### src/rtl/pong_score_controller_if.sv
// Purpose: groups the match-control inputs (point/start/frame pulses, divided
//          column) and the score/display outputs of pong_score_controller.
// Modports:
//   master - drives the i_* pulses and column, observes the o_* outputs
//   slave  - the score controller itself
interface pong_score_controller_if;
  logic       i_Game_Start;
  logic       i_P1_Point;
  logic       i_P2_Point;
  logic       i_Frame_Tick;
  logic [5:0] i_ColCount_Div;
  logic [3:0] o_P1_Score;
  logic [3:0] o_P2_Score;
  logic       o_Game_Active;
  logic       o_Ball_Hold;
  logic [1:0] o_Winner;
  logic [3:0] o_ScoreCount;
  logic [1:0] o_Digit_Col;
  logic       o_Score_En;

  modport master (
    output i_Game_Start, i_P1_Point, i_P2_Point, i_Frame_Tick, i_ColCount_Div,
    input  o_P1_Score, o_P2_Score, o_Game_Active, o_Ball_Hold, o_Winner,
           o_ScoreCount, o_Digit_Col, o_Score_En
  );

  modport slave (
    input  i_Game_Start, i_P1_Point, i_P2_Point, i_Frame_Tick, i_ColCount_Div,
    output o_P1_Score, o_P2_Score, o_Game_Active, o_Ball_Hold, o_Winner,
           o_ScoreCount, o_Digit_Col, o_Score_En
  );
endinterface

### src/rtl/pong_score_controller.sv
// Purpose: Pong match state - two 4-bit scores, post-point serve hold, win
//          detection with a blinking winner digit, and a column-region mux that
//          time-shares one score renderer between the P1 and P2 digits.
// Ports:
//   i_Clk  - system/pixel clock
//   i_Rst  - asynchronous active-high reset
//   bus    - pong_score_controller_if.slave (pulses, column in; scores, hold,
//            winner and renderer controls out; all outputs registered)
//
// state        | meaning
// S_IDLE       | waiting for the first start, ball parked
// S_PLAYING    | rally in progress, points counted
// S_POINT_HOLD | ball parked for a fixed number of frames after a point
// S_GAME_OVER  | scores frozen, winner digit blinks until restart
module pong_score_controller #(
  parameter int c_SCORE_LIMIT       = 9,
  parameter int c_POINT_HOLD_FRAMES = 60,
  parameter int c_BLINK_FRAMES      = 30,
  parameter int c_P1_SCORE_X_POS    = 10,
  parameter int c_P2_SCORE_X_POS    = 27
) (
  input  logic                     i_Clk,
  input  logic                     i_Rst,
  pong_score_controller_if.slave   bus
);

  localparam logic [3:0] lc_LIMIT = 4'(c_SCORE_LIMIT);
  localparam logic [7:0] lc_HOLD  = 8'(c_POINT_HOLD_FRAMES);
  localparam logic [7:0] lc_BLINK = 8'(c_BLINK_FRAMES);
  localparam logic [5:0] lc_P1_X  = 6'(c_P1_SCORE_X_POS);
  localparam logic [5:0] lc_P2_X  = 6'(c_P2_SCORE_X_POS);

  typedef enum logic [1:0] {S_IDLE, S_PLAYING, S_POINT_HOLD, S_GAME_OVER} t_state;

  t_state     r_state, w_state;
  logic [3:0] r_p1, w_p1, r_p2, w_p2;
  logic [1:0] r_winner, w_winner;
  logic [7:0] r_hold_cnt, w_hold_cnt;
  logic [7:0] r_blink_cnt, w_blink_cnt;
  logic       r_blink_on, w_blink_on;
  logic       r_game_active, r_ball_hold;
  logic [3:0] r_score_count, w_score_count;
  logic [1:0] r_digit_col, w_digit_col;
  logic       r_score_en, w_score_en;
  logic       w_in_p1, w_in_p2, w_blank_p1, w_blank_p2;

  always_comb begin
    w_state     = r_state;
    w_p1        = r_p1;
    w_p2        = r_p2;
    w_winner    = r_winner;
    w_hold_cnt  = r_hold_cnt;
    w_blink_cnt = r_blink_cnt;
    w_blink_on  = r_blink_on;
    case (r_state)
      S_IDLE: begin
        if (bus.i_Game_Start) begin
          w_state  = S_PLAYING;
          w_p1     = '0;
          w_p2     = '0;
          w_winner = 2'b00;
        end
      end
      S_PLAYING: begin
        if (bus.i_P1_Point && bus.i_P2_Point) begin
          w_state    = S_POINT_HOLD;
          w_hold_cnt = lc_HOLD;
        end else if (bus.i_P1_Point || bus.i_P2_Point) begin
          if (bus.i_P1_Point) w_p1 = r_p1 + 4'd1;
          else                w_p2 = r_p2 + 4'd1;
          if ((bus.i_P1_Point && w_p1 == lc_LIMIT) || (bus.i_P2_Point && w_p2 == lc_LIMIT)) begin
            w_state     = S_GAME_OVER;
            w_winner    = bus.i_P1_Point ? 2'b01 : 2'b10;
            w_blink_cnt = lc_BLINK;
            w_blink_on  = 1'b1;
          end else begin
            w_state    = S_POINT_HOLD;
            w_hold_cnt = lc_HOLD;
          end
        end
      end
      S_POINT_HOLD: begin
        if (bus.i_Frame_Tick) begin
          if (r_hold_cnt <= 8'd1) begin
            w_hold_cnt = '0;
            w_state    = S_PLAYING;
          end else begin
            w_hold_cnt = r_hold_cnt - 8'd1;
          end
        end
      end
      S_GAME_OVER: begin
        if (bus.i_Game_Start) begin
          w_state     = S_PLAYING;
          w_p1        = '0;
          w_p2        = '0;
          w_winner    = 2'b00;
          w_blink_on  = 1'b1;
          w_blink_cnt = '0;
        end else if (bus.i_Frame_Tick) begin
          if (r_blink_cnt <= 8'd1) begin
            w_blink_cnt = lc_BLINK;
            w_blink_on  = ~r_blink_on;
          end else begin
            w_blink_cnt = r_blink_cnt - 8'd1;
          end
        end
      end
      default: w_state = S_IDLE;
    endcase
  end

  // The mux looks at next-state values so the digit shown always matches the
  // score being registered on the same edge.
  always_comb begin
    w_in_p1    = (bus.i_ColCount_Div >= lc_P1_X) && (bus.i_ColCount_Div < lc_P1_X + 6'd3);
    w_in_p2    = (bus.i_ColCount_Div >= lc_P2_X) && (bus.i_ColCount_Div < lc_P2_X + 6'd3);
    w_blank_p1 = (w_state == S_GAME_OVER) && (w_winner == 2'b01) && !w_blink_on;
    w_blank_p2 = (w_state == S_GAME_OVER) && (w_winner == 2'b10) && !w_blink_on;
    w_score_count = '0;
    w_digit_col   = '0;
    w_score_en    = 1'b0;
    if (w_in_p1) begin
      w_score_count = w_p1;
      w_digit_col   = 2'(bus.i_ColCount_Div - lc_P1_X);
      w_score_en    = !w_blank_p1;
    end else if (w_in_p2) begin
      w_score_count = w_p2;
      w_digit_col   = 2'(bus.i_ColCount_Div - lc_P2_X);
      w_score_en    = !w_blank_p2;
    end
  end

  always_ff @(posedge i_Clk or posedge i_Rst) begin
    if (i_Rst) begin
      r_state       <= S_IDLE;
      r_p1          <= '0;
      r_p2          <= '0;
      r_winner      <= 2'b00;
      r_hold_cnt    <= '0;
      r_blink_cnt   <= '0;
      r_blink_on    <= 1'b1;
      r_game_active <= 1'b0;
      r_ball_hold   <= 1'b1;
      r_score_count <= '0;
      r_digit_col   <= '0;
      r_score_en    <= 1'b0;
    end else begin
      r_state       <= w_state;
      r_p1          <= w_p1;
      r_p2          <= w_p2;
      r_winner      <= w_winner;
      r_hold_cnt    <= w_hold_cnt;
      r_blink_cnt   <= w_blink_cnt;
      r_blink_on    <= w_blink_on;
      r_game_active <= (w_state == S_PLAYING) || (w_state == S_POINT_HOLD);
      r_ball_hold   <= (w_state != S_PLAYING);
      r_score_count <= w_score_count;
      r_digit_col   <= w_digit_col;
      r_score_en    <= w_score_en;
    end
  end

  assign bus.o_P1_Score    = r_p1;
  assign bus.o_P2_Score    = r_p2;
  assign bus.o_Game_Active = r_game_active;
  assign bus.o_Ball_Hold   = r_ball_hold;
  assign bus.o_Winner      = r_winner;
  assign bus.o_ScoreCount  = r_score_count;
  assign bus.o_Digit_Col   = r_digit_col;
  assign bus.o_Score_En    = r_score_en;

endmodule
### src/flat_wrapper.sv
// flat-port wrapper written by rule: the top's interface ports become plain ports
module pong_score_controller_flat 
#(
  parameter int c_SCORE_LIMIT       = 9,
  parameter int c_POINT_HOLD_FRAMES = 60,
  parameter int c_BLINK_FRAMES      = 30,
  parameter int c_P1_SCORE_X_POS    = 10,
  parameter int c_P2_SCORE_X_POS    = 27
)
  (i_Clk, i_Rst, bus_i_Game_Start, bus_i_P1_Point, bus_i_P2_Point, bus_i_Frame_Tick, bus_i_ColCount_Div, bus_o_P1_Score, bus_o_P2_Score, bus_o_Game_Active, bus_o_Ball_Hold, bus_o_Winner, bus_o_ScoreCount, bus_o_Digit_Col, bus_o_Score_En);
  pong_score_controller_if bus_i ();
  input  logic i_Clk;
  input  logic i_Rst;
  input wire logic [$bits(bus_i.i_Game_Start)-1:0] bus_i_Game_Start;
  input wire logic [$bits(bus_i.i_P1_Point)-1:0] bus_i_P1_Point;
  input wire logic [$bits(bus_i.i_P2_Point)-1:0] bus_i_P2_Point;
  input wire logic [$bits(bus_i.i_Frame_Tick)-1:0] bus_i_Frame_Tick;
  input wire logic [$bits(bus_i.i_ColCount_Div)-1:0] bus_i_ColCount_Div;
  output wire logic [$bits(bus_i.o_P1_Score)-1:0] bus_o_P1_Score;
  output wire logic [$bits(bus_i.o_P2_Score)-1:0] bus_o_P2_Score;
  output wire logic [$bits(bus_i.o_Game_Active)-1:0] bus_o_Game_Active;
  output wire logic [$bits(bus_i.o_Ball_Hold)-1:0] bus_o_Ball_Hold;
  output wire logic [$bits(bus_i.o_Winner)-1:0] bus_o_Winner;
  output wire logic [$bits(bus_i.o_ScoreCount)-1:0] bus_o_ScoreCount;
  output wire logic [$bits(bus_i.o_Digit_Col)-1:0] bus_o_Digit_Col;
  output wire logic [$bits(bus_i.o_Score_En)-1:0] bus_o_Score_En;
  assign bus_i.i_Game_Start = bus_i_Game_Start;
  assign bus_i.i_P1_Point = bus_i_P1_Point;
  assign bus_i.i_P2_Point = bus_i_P2_Point;
  assign bus_i.i_Frame_Tick = bus_i_Frame_Tick;
  assign bus_i.i_ColCount_Div = bus_i_ColCount_Div;
  assign bus_o_P1_Score = bus_i.o_P1_Score;
  assign bus_o_P2_Score = bus_i.o_P2_Score;
  assign bus_o_Game_Active = bus_i.o_Game_Active;
  assign bus_o_Ball_Hold = bus_i.o_Ball_Hold;
  assign bus_o_Winner = bus_i.o_Winner;
  assign bus_o_ScoreCount = bus_i.o_ScoreCount;
  assign bus_o_Digit_Col = bus_i.o_Digit_Col;
  assign bus_o_Score_En = bus_i.o_Score_En;
  pong_score_controller #(.c_SCORE_LIMIT(c_SCORE_LIMIT), .c_POINT_HOLD_FRAMES(c_POINT_HOLD_FRAMES), .c_BLINK_FRAMES(c_BLINK_FRAMES), .c_P1_SCORE_X_POS(c_P1_SCORE_X_POS), .c_P2_SCORE_X_POS(c_P2_SCORE_X_POS)) u_core (.i_Clk(i_Clk), .i_Rst(i_Rst), .bus(bus_i));
endmodule
### config.mk
export PLATFORM = sky130hd
export DESIGN_NAME = pong_score_controller_flat
export DESIGN_NICKNAME = d
export VERILOG_FILES = /design/src/rtl/pong_score_controller_if.sv /design/src/rtl/pong_score_controller.sv /design/src/flat_wrapper.sv
export SDC_FILE = /design/constraint.sdc
export NUM_CORES = 1
export LEC_CHECK = 0
export CAP_MARGIN = 20
export CELL_PAD_IN_SITES_DETAIL_PLACEMENT = 0
export CELL_PAD_IN_SITES_GLOBAL_PLACEMENT = 1
export CORE_MARGIN = 4
export CORE_UTILIZATION = 35
export CTS_CLUSTER_DIAMETER = 100
export DETAILED_ROUTE_END_ITERATION = 10
export GPL_TIMING_DRIVEN = 1
export HOLD_SLACK_MARGIN = 0.15
export MAX_ROUTING_LAYER = met4
export PLACE_DENSITY = 0.69
export REMOVE_ABC_BUFFERS = 1
export SYNTH_ARGS = -nofsm -noshare
export SYNTH_HDL_FRONTEND = slang
export SYNTH_SLANG_ARGS = --single-unit
export TNS_END_PERCENT = 5
### constraint.sdc
create_clock -name i_Clk -period 5.1 [get_ports i_Clk]
set_input_delay 1.53 -clock i_Clk [delete_from_list [all_inputs] [get_ports i_Clk]]
set_output_delay 1.53 -clock i_Clk [all_outputs]
set_load 0.005 [all_outputs]
==> results_dict.tcl <==
set metrics [dict create \
    outcome "finished clean" \
    clock_tree_from_tritoncts "yes" \
    switching_share_pct 42.2 \
    synth_edf_count 0 \
    combinationalPowerShare_pct 44.9 \
    timing.rr.end "u_core.bus.o_Score_En" \
    clockRootBuffer "clkbuf_8" \
    die_y_um 91.2 \
    synth_cell_types 50 \
    die_width_um 91.2 \
    multi_input_area_um2 1370 \
    number_of_global_route_vias_before_repair 2000 \
    asyncSetResetFlopFracSynth_pct 100 \
    flop_to_flop_setup_slack_ns 2.25 \
    mean_cell_area_of_the_mapped_netlist_um2 9.15 \
    post_synth_xor_area_fraction_pct 1.44 \
    antenna_found_initial 0 \
    hold_viol 0 \
    synth_simple_gate_area_share_pct 19.4 \
    drcViolationCount 0 \
    grt_max_degree 39 \
    transition_time_of_the_tightest_slew_check_pin_ns 0.638 \
    setup_violations 0 \
    vdd_drop_max_mv 0.223 \
    worst-setup-path-type "primary input to register" \
    cts-htree-levels 2 \
    timing.hold.worst_endpoint "u_core.r_hold_cnt[7]" \
    ff2ff_path_depth 11 \
    syn_inst 265 \
    worstSetupStartpointType "primary input" \
    whs_path_depth 1 \
    holdBufCountCts 0 \
    fin_tns_setup_ns 0 \
    clkLatencyLatePin_ns 0.30 \
    dr.pass1.iters 4 \
    routed-via-count 2040 \
    power.clock.fraction_pct 18.1 \
    timing.critical_path.arrival_ns 4.15 \
    route.detailed.wl_per_inst_um 15.2 \
    initial_core_utilization_pct 35.9 \
    mappedNetlistArea_um2 2420 \
    die_area_um2 8320 \
    post-route-min-period_ns 3.98 \
    design.final.nets 322 \
    tritoncts.num_buffers 5 \
    detail_route.iter0.violations 72 \
    timing.max_cap.violations 0 \
    drt_wl_total_um 5720 \
    critical_path_required_ns 5.28 \
    cts_buffer_depth 2 \
    proportion_of_power_drawn_by_flip_flops_and_latches_pct 37.0 \
    slowest_stage "clkdlybuf4s50_1" \
    worst_path_largest_cell_delay_ns 0.78 \
    ant_nets 0 \
    gp_congestion 0.848 \
    buffer_ports.inserted 30 \
    synth_compound_gate_area_share_pct 26.2 \
    cellLeakagePower_nw 1.17 \
    post_cts_resize_count 0 \
    worst_slew_margin_rel_pct 57.5 \
    placementRows 30 \
    postSynthRegisterBits 38 \
    grt_first_pass_wirelength_um 9800 \
    net-switching-power_uw 509 \
    seq_area_um2 953 \
    drt-vias-per-instance 5.41 \
    globalRoute.totalOverflow 0 \
    cp_max_fo 14 \
    clk_pin_slew_ns 0.07 \
    hpwl_um 4100 \
    io_pins 31 \
    grt_setup_unrepaired "false" \
    postSynth.topFlopCell "dfrtp_1" \
    layout_worst_path_cycle_share_pct 78.0 \
    synth_top_family_by_area "compound AO/OA/AOI/OAI gates" \
    grtUsageTotal_pct 14.7 \
    clock-skew-final_ns 0.0141 \
    synth.yosys.seq_area_share_pct 39.3 \
    synthToLayoutAreaGrowth_pct 19.8 \
    post_synth_mux_area_share_pct 2.17 \
    worst_hold_slack_ns 0.498 \
    end_kind "register" \
    internal-power_uw 698 \
    power_density_nw_per_um2 416 \
    hold_path_startpoint "u_core.r_hold_cnt[7]" \
    core-area_um2 6760 \
    post-cts-setup-buffer-count 0 \
    final.fill_count 671 \
    num_antenna_cells 0 \
    fraction_of_final_layout_cells_sized_beyond_drive_strength_1_pct 8.75 \
    timing_max_transition_violations_final 0 \
    achievable-frequency_mhz 251 \
    clock-sinks 38 \
    min-delay-path-class "register to register" \
    regToRegStartpoint "u_core.bus.o_P2_Score[0]" \
    synth_warnings 0 \
    worst_path_cell_trace "clkdlybuf4s50_1, nand2_1, nor4_2, nor2_1, o21ai_0, o22a_1, ha_1, o211ai_1, nor4b_2, nor3_1" \
    synth_adder_area_share_pct 7.22 \
]
==> power groups by stage <==
| stage | registers (mW) | clock network (mW) | logic [mW] |
|---|---|---|---|
| finish | 0.447 | 0.219 | 0.542 |
| CTS | 0.447 | 0.225 | 0.547 |
| global placement | 0.453 | 0 | 0.546 |
| floorplan | 0.436 | 0 | 0.386 |
| detailed placement | 0.452 | 0 | 0.542 |
| global route | 0.457 | 0.241 | 0.611 |
==> kinds of logic after synthesis <==
logic type / count (synthesis)
adder cells (fa/ha/maj): 14
AO/OA/AOI/OAI: 87
buffers and inverters: 27
multiplexers: 5
XOR/XNOR: 4
AND/OR/NAND/NOR: 90
flip-flops: 38
==> cell usage in the layout (no fill, tap or decap), drive strengths merged, types with 2 or more instances in the layout <==
master / instances
clkdlybuf4s50: 30
a21o: 2
buf: 3
a21oi: 14
xnor2: 3
a2111oi: 2
ha: 14
nor2: 23
nor4b: 3
nor4: 6
dfrtp: 36
a22o: 13
or3: 3
nand3: 3
o41ai: 3
mux2: 2
dfstp: 2
nand2b: 8
a21boi: 2
mux2i: 3
nor3: 7
nor2b: 4
o21bai: 2
a211oi: 3
o22a: 4
clkbuf: 7
or4: 2
a31oi: 7
or2: 4
nand4: 2
o211ai: 2
nand2: 23
o22ai: 2
inv: 18
a22oi: 3
o21ai: 22
==> worst max path at each step <==
stage | start | slack (ns) | endpoint
2_1_floorplan | bus_i_P2_Point | 1.90 | u_core.bus.o_Score_En
3_3_place_gp | bus_i_P1_Point | 0.92 | u_core.bus.o_Score_En
3_5_place_dp | bus_i_P1_Point | 0.79 | u_core.bus.o_Score_En
4_1_cts | bus_i_P1_Point | 1.10 | u_core.bus.o_Score_En
5_1_grt | bus_i_P2_Point | 0.83 | u_core.bus.o_Score_En
6_report | bus_i_P1_Point | 1.12 | u_core.bus.o_Score_En
==> metal layers <==
layer | GRT usage (%) | part of all wire (%)
met1 | 20.8 | 51
met2 | 21.4 | 45
met3 | 2.98 | 2.7
met4 | 4.15 | 1.3
met5 | - | 0
==> critical path, delay by kind of cell <==
kind / cells / cell delay (ns)
buf+inv: 1 / 0.78
compound gates: 3 / 0.52
fa+ha+maj: 1 / 0.15
simple gates: 5 / 1.16
==> synthesized netlist by cell type, types with 3 or more instances <==
master | instances | area, um^2
dfrtp_1 | 36 | 901
nand2_1 | 23 | 86.3
nor2_1 | 23 | 86.3
o21ai_0 | 21 | 105
inv_1 | 18 | 67.6
a21oi_1 | 14 | 70.1
ha_1 | 14 | 175
a22o_1 | 13 | 114
clkbuf_1 | 8 | 30.0
nand2b_1 | 8 | 50.1
a31oi_1 | 7 | 43.8
nor3_1 | 7 | 35.0
nor2b_1 | 4 | 25.0
nor4_1 | 4 | 25.0
o22a_1 | 4 | 35.0
a211oi_1 | 3 | 22.5
a22oi_1 | 3 | 22.5
mux2i_1 | 3 | 30.0
nand3_1 | 3 | 15.0
o41ai_1 | 3 | 26.3
or2_2 | 3 | 18.8
or3_1 | 3 | 18.8
xnor2_1 | 3 | 26.3
==> flip-flops by register name, summed over array words and instances, names as in the netlist <==
signal	count
u_core.r_hold_cnt	8
u_core.bus.o_Ball_Hold	1
u_core.bus.o_P2_Score	4
u_core.bus.o_Digit_Col	2
u_core.r_blink_on	1
u_core.bus.o_ScoreCount	4
u_core.r_blink_cnt	8
u_core.r_state	2
u_core.bus.o_Game_Active	1
u_core.bus.o_P1_Score	4
u_core.bus.o_Score_En	1
u_core.bus.o_Winner	2
==> final cells by class <==
| class | count | area share, % |
|---|---|---|
| Multi-Input combinational cell | 200 | 47.1 |
| Sequential cell | 38 | 32.8 |
| Timing Repair Buffer | 33 | 11.1 |
| Tap cell | 80 | 3.45 |
| Clock buffer | 7 | 2.97 |
| Inverter | 18 | 2.33 |
| Clock inverter | 1 | 0.172 |
==> per-stage QoR <==
stage / utilization, % / total power [mW] / worst slack [ns] / cell area, um^2 / instances
2_1_floorplan: - / 0.822 / 1.90 / 2390 / 256
3_3_place_gp: 41.6 / 0.999 / 0.924 / 2810 / 369
3_5_place_dp: 41.6 / 0.994 / 0.788 / 2810 / 369
4_1_cts: 43.0 / 1.22 / 1.10 / 2900 / 377
5_1_grt: 43.0 / 1.31 / 0.834 / 2900 / 377
6_report: 43.0 / 1.21 / 1.12 / 2900 / 377
(Power assumes the default switching activity.)
